[src/rtl/kmkz_dbus_arbiter.sv]
// Two-master AHB-Lite data-bus arbiter: core (m0) and debug/DMA (m1) share one slave path.
// Define KMKZ_DBUS_RR_EN for round-robin arbitration; default is fixed priority m1 > m0.
module kmkz_dbus_arbiter (
  input  logic        clk_i,
  input  logic        rst_i,
  input  logic [31:0] m0_haddr_i,
  input  logic [1:0]  m0_htrans_i,
  input  logic        m0_hwrite_i,
  input  logic [2:0]  m0_hsize_i,
  input  logic [3:0]  m0_hprot_i,
  input  logic [31:0] m0_hwdata_i,
  input  logic [31:0] m1_haddr_i,
  input  logic [1:0]  m1_htrans_i,
  input  logic        m1_hwrite_i,
  input  logic [2:0]  m1_hsize_i,
  input  logic [3:0]  m1_hprot_i,
  input  logic [31:0] m1_hwdata_i,
  output logic        m0_hready_o,
  output logic        m1_hready_o,
  output logic        m0_hresp_o,
  output logic        m1_hresp_o,
  output logic [31:0] HRDATA_o,
  output logic [31:0] HADDR,
  output logic [2:0]  HSIZE,
  output logic [3:0]  HPROT,
  output logic [1:0]  HTRANS,
  output logic        HWRITE,
  output logic [2:0]  HBURST,
  output logic        HMASTLOCK,
  output logic [31:0] HWDATA,
  input  logic        HREADY,
  input  logic        HRESP,
  input  logic [31:0] HRDATA
);

  typedef enum logic [1:0] {StIdle, StDataM0, StDataM1} own_e;

  own_e        own_q;
  logic        gnt;
  logic        gnt_q;
  logic [31:0] wdata_q;
  logic        req0;
  logic        req1;
  logic        accept;
  logic        gnt_write;
  logic [31:0] gnt_wdata;

  assign req0 = m0_htrans_i[1];
  assign req1 = m1_htrans_i[1];

`ifdef KMKZ_DBUS_RR_EN
  logic last_q;
`endif

  // Address phase is frozen while the slave stalls; with no request we park on the last owner.
  always_comb begin
    gnt = gnt_q;
    if (HREADY) begin
      if (req0 && req1) begin
`ifdef KMKZ_DBUS_RR_EN
        gnt = ~last_q;
`else
        gnt = 1'b1;
`endif
      end else if (req1) begin
        gnt = 1'b1;
      end else if (req0) begin
        gnt = 1'b0;
      end
    end
  end

  assign accept    = HREADY & (gnt ? req1 : req0);
  assign gnt_write = gnt ? m1_hwrite_i : m0_hwrite_i;
  assign gnt_wdata = gnt ? m1_hwdata_i : m0_hwdata_i;

  always_ff @(posedge clk_i or negedge rst_i) begin
    if (!rst_i) begin
      gnt_q   <= 1'b0;
      own_q   <= StIdle;
      wdata_q <= 32'h0;
    end else if (HREADY) begin
      gnt_q <= gnt;
      if (accept) begin
        own_q <= gnt ? StDataM1 : StDataM0;
        if (gnt_write) begin
          wdata_q <= gnt_wdata;
        end
      end else begin
        own_q <= StIdle;
      end
    end
  end

`ifdef KMKZ_DBUS_RR_EN
  always_ff @(posedge clk_i or negedge rst_i) begin
    if (!rst_i) begin
      last_q <= 1'b0;
    end else if (accept) begin
      last_q <= gnt;
    end
  end
`endif

  assign HADDR     = gnt ? m1_haddr_i  : m0_haddr_i;
  assign HTRANS    = gnt ? m1_htrans_i : m0_htrans_i;
  assign HWRITE    = gnt ? m1_hwrite_i : m0_hwrite_i;
  assign HSIZE     = gnt ? m1_hsize_i  : m0_hsize_i;
  assign HPROT     = gnt ? m1_hprot_i  : m0_hprot_i;
  assign HBURST    = 3'b000;
  assign HMASTLOCK = 1'b0;
  assign HWDATA    = wdata_q;
  assign HRDATA_o  = HRDATA;

  // A requesting master that lost the address phase stalls with its address held.
  assign m0_hready_o = (req0 && gnt)  ? 1'b0 : HREADY;
  assign m1_hready_o = (req1 && !gnt) ? 1'b0 : HREADY;

  assign m0_hresp_o = (own_q == StDataM0) ? HRESP : 1'b0;
  assign m1_hresp_o = (own_q == StDataM1) ? HRESP : 1'b0;

endmodule

[config.mk]
export PLATFORM = sky130hd
export DESIGN_NAME = kmkz_dbus_arbiter
export DESIGN_NICKNAME = d
export VERILOG_FILES = /design/src/rtl/kmkz_dbus_arbiter.sv
export SDC_FILE = /design/constraint.sdc
export NUM_CORES = 1
export LEC_CHECK = 0
export ABC_AREA = 1
export CORE_AREA = 2 2 116 118
export CTS_BUF_LIST = sky130_fd_sc_hd__clkbuf_16
export DETAILED_ROUTE_END_ITERATION = 10
export DIE_AREA = 0 0 118 120
export PLACE_DENSITY = 0.66
export SKIP_LAST_GASP = 1
export SYNTH_ARGS = -nofsm -noshare
export SYNTH_HDL_FRONTEND = slang
export SYNTH_SLANG_ARGS = --single-unit
[constraint.sdc]
create_clock -name clk_i -period 2.5 [get_ports clk_i]
set_input_delay 0.5 -clock clk_i [delete_from_list [all_inputs] [get_ports clk_i]]
set_output_delay 0.5 -clock clk_i [all_outputs]
set_load 0.005 [all_outputs]
# After elaboration in Yosys (flattened, before gate mapping)
# Cells that the tools add are included.
classes:
  eq_ne: 2
  n_mux: 17
  n_bitwise: 1
  reduce_logical: 5
op_table:
  columns: ["op", "n"]
  rows:
  - ["32-bit two-way mux", 2]
  - ["1-bit two-way mux", 10]
  - ["2-bit two-way mux", 3]
  - ["4-bit two-way mux", 1]
  - ["1-bit logical AND", 3]
  - ["3-bit two-way mux", 1]
  - ["3-bit AND reduction", 1]
  - ["2-bit by 1-bit equality test with 1-bit output, second input constant", 1]
  - ["2-bit equality test, second input constant", 1]
  - ["1-bit AND", 1]
  - ["1-bit logical NOT", 1]
word_totals:
  reg_bits: 35
  input_bits: 184
  out_inout_bits: 114

# Logic depth before layout (Yosys ltp)
logic_depth:
  word_depth: 7
  depth_mapped: 9
  mapped_depth_nobuf: 7

# Worst setup path after synthesis
# OpenSTA, ideal clock, no wires.
synth_timing:
  path_kind: "input-to-output"
  startpoint: "in HREADY"
  endpoint: "out HADDR[0]"
  arrival_ns: 1.223
  required_time_ns: 2.000
  slack_ns: 0.777
  stages: 7
  cell_sequence: "nand2_1 nand2_2 nand2_1 buf_4 buf_2 nand2_1 nand2_1"
synth_between:
  elab_chain_cells: 2
synth_lines:
  columns: ["item", "line_no", "source"]
  rows:
  - ["start, declared", "31", "input logic HREADY,"]
  - ["1-bit two-way mux", "58", "if (HREADY) begin"]
  - ["32-bit two-way mux", "105", "assign HADDR = gnt ? m1_haddr_i : m0_haddr_i;"]
  - ["end, declared", "23", "output logic [31:0] HADDR,"]
# Every way passes these cells.

# Final worst setup path
layout_timing:
  startpoint: "in m0_htrans_i[1]"
  endpoint: "out HADDR[21]"
layout_between:
  elab_chain_cells: 5
layout_lines:
  columns: ["item", "line_no", "source"]
  rows:
  - ["start, declared", "7", "input logic [1:0] m0_htrans_i,"]
  - ["1-bit two-way mux", "67", "end else if (req0) begin"]
  - ["1-bit two-way mux", "65", "end else if (req1) begin"]
  - ["1-bit two-way mux *", "59", "if (req0 && req1) begin"]
  - ["1-bit two-way mux *", "58", null]
  - ["32-bit two-way mux *", "105", null]
# Mark *: on every way between the ends. The rest lies on a longest branch, timed or not.

==> impl_metrics.ini <==
[run_status]
outcome = finished clean

[global_routing]
pin_count_of_the_biggest_net_entering_global_routing = 36
grt_antenna_before_repair = 0
wire_length_of_the_first_global_routing_pass_mm = 19.03
groute.usage.overall = 0.1664
grt_pass1_vias = 3613
globalRouteOverflowTotal = 0

[power_and_ir_drop]
p_per_cell_area_nw_per_um2 = 492.8
vdd.ir_drop.worst_v = 0.0001964
static_power_due_to_leakage_nw = 2.742

[final_layout]
ratio_of_cells_with_drive_above_1_in_the_final_layout = 0.06843
synthToLayoutAreaGrowth_pct = 98.50
final_nets = 826
postLayoutCoreUtil = 0.4198
fin_cells = 819
multi_input_gate_area_in_the_final_layout_um2 = 1436
antenna_cells = 0
final-seq-area_um2 = 875.8
design_area_um2 = 5449
fillers = 1318

[timing]
final_period_minus_worst_setup_slack_ns = 2.448
setup-tns-final_ns = 0
post_route_clock_period_utilization = 0.9790
rsz0062_at_grt = no
worst-slew-pin-transition_ns = 0.8046
fmaxAchievable_mhz = 408.6
timing.final.ws_setup_ns = 0.05241
timing_max_transition_violations_final = 0
max-slew-margin-rel = 0.4636
final_hold_violation_count = 0
finalSetupViolations = 0
clock-skew-final_ns = 0.003402

[die]
start_util = 0.2115
io_pins = 298
die_h_um = 120
die_ar_um2 = 14160
rows = 42
die_width_um = 118
core_area_um2 = 12980

[worst_setup_path]
timing.reg2reg.worst_path_depth = 10
critPathCaptureType = primary output
crit_path_max_fanout = 14
data_arrival_at_the_endpoint_of_the_critical_path_ns = 1.95
r2r_setup_slack_ns = 0.88
cp.required_ns = 2.00
worstSetupStartpointType = input pin
worstSetupPathType = in2out

[yosys]
synth_adder_area_share = 0
synth_top_family_by_area = simple AND/OR/NAND/NOR gates
synth_common_cells = 216 x nand2_1, 108 x nand3_1, 42 x buf_4
yosys.cell_count.top_type = nand2_1
yosys_warnings = 0
synth-xor-area-share = 0
count_of_flip_flops_with_a_built_in_enable_after_synthesis = 0
netlist-cell-type-count = 14
synth_compound_area_frac = 0.006837
async_reset_ff_frac = 1.000
avgSynthCellArea_um2 = 6.211
synth-seq-area-share = 0.3191
ys_dominant_reg_cell = dfrtp_1
cell_accounting_for_the_most_synthesized_area = dfrtp_1
ys_ff_latch = 35
synth-simple-area-share = 0.5005
synthesis.area_um2 = 2745
synth_top_cells_by_area = dfrtp_1 32%, nand2_1 30%, nand3_1 20%, buf_4 11%, buf_2 2.7%
synthesis.instances = 442
muxShareOfSynthArea = 0
proportion_of_netlist_area_held_by_the_largest_area_contributor = 0.3191

[run]
cap_violations = 0

[clock_tree]
clk_latency_ns = 0.27
clockBufferDepth = 2
numCtsBuffers = 5
ctsHtreeMaxLevel = 2
cts_tree = built
numClockSinks = 35
worst_setup_hold_path_clk_slew_ns = 0.06
cts-hold-fix-buffers = 0
cts_root_buffer = clkbuf_16

[place]
placedInstanceArea_um2 = 5065
placement.setup.worst_slack_ns = -0.2190
hpwl_mm = 9.034
dp_cells = 802
port_buffers = 229
globalplace.congestion = 0.9902

[detailed_routing]
ant_nets = 0
detailedRoute.firstPassIterationCount = 5
dr.first_iter.drc_count = 120
route.detailed.vias_per_inst = 4.348
detail_route.drc_violations = 0
detailed_route_wl_mm = 12.29
num_vias = 3561
avgRoutedWirePerCell_um = 15.00

[min_path]
hold_path_class = in2async
==> flip-flops by register name, summed over array words and instances, names as in the netlist <==
register  flops
own_q         2
gnt_q         1
HWDATA       32
==> power by group <==
| part | internal [W] | leakage (nW) | switching (W) |
|---|---|---|---|
| combinational | 0.000799 | 2.23 | 0.000524 |
| sequential | 0.000691 | 0.445 | 0.0000672 |
| clock | 0.000364 | 0.0710 | 0.000240 |
| total | 0.00185 | 2.74 | 0.000831 |
==> repair_timing <==
| action | in CTS | in global routing |
|---|---|---|
| setup buffers | 3 | 1 |
| hold endpoints to repair | 0 | 0 |
| gates cloned | 3 | 2 |
| setup endpoints to repair | 42 | 29 |
| gates resized for setup | 11 | 13 |
| pin swaps | 2 | 2 |
==> cell families (layout without fill, tap and decap cells) <==
kind of cell,Yosys count,count (layout)
AOI/OAI and AO/OA,3,3
other,1,4
buffers and inverters,75,273
and+or+nand+nor,328,328
DFF,35,35
==> layout by cell type, fill, tap and decap left out <==
cell	instances
bufbuf_16	2
clkbuf_16	7
buf_12	9
buf_4	17
nand2_8	1
dlygate4sd2_1	3
nand2_4	2
nand3_1	108
buf_16	1
dlymetal6s2s_1	11
clkinv_2	1
buf_2	2
conb_1	4
dfrtp_1	35
o21ai_0	1
nand2_1	214
nand2_2	1
inv_1	6
o22ai_1	1
nor3_1	2
clkinvlp_4	1
clkdlybuf4s50_1	213
a21boi_0	1
==> metrics by stage <==
step                      total power (W)  hold slack, ns
after floorplan                  0.001236          0.2044
after global placement           0.002000          0.4609
after detailed placement         0.002019          0.4637
after CTS                        0.002715          0.3734
after global routing             0.002877          0.3768
final                            0.002685          0.3136
==> worst paths after layout <==
| kind | to | from |
|---|---|---|
| min in group clk_i | HWDATA[18] | HWDATA[18] |
| worst max-delay path | HADDR[21] | m0_htrans_i[1] |
| max in group asynchronous | HWDATA[11] | rst_i |
| worst min-delay path | HWDATA[20] | rst_i |
| worst min register to register | HWDATA[18] | HWDATA[18] |
| worst max register to register | HWDATA[14] | gnt_q |
==> cell type report <==
cell class / instances / share of cell area
Clock inverter: 3 / 0.002985
Multi-Input combinational cell: 335 / 0.2636
Clock buffer: 5 / 0.02296
Timing Repair Buffer: 260 / 0.5059
Sequential cell: 35 / 0.1607
Tap cell: 176 / 0.04041
Inverter: 5 / 0.003444
==> critical path: stages <==
cell and delay, ns:
dlygate4sd2_1 0.25, nand2_2 0.08, nand2_4 0.08, buf_12 0.13
nand2_8 0.09, clkbuf_16 0.18, nand2_1 0.06, nand2_1 0.07
clkdlybuf4s50_1 0.50
==> metal layers <==
metal | GRT usage | share of wire | vias to the layer above
met4 | 0.03765 | 0.013 | 0
li1 | - | - | 1768
met3 | 0.03850 | 0.066 | 20
met1 | 0.2058 | 0.43 | 1624
met2 | 0.2940 | 0.49 | 149
met5 | 0 | 0 | -
No activity file was read; power rests on OpenSTA's default activity.
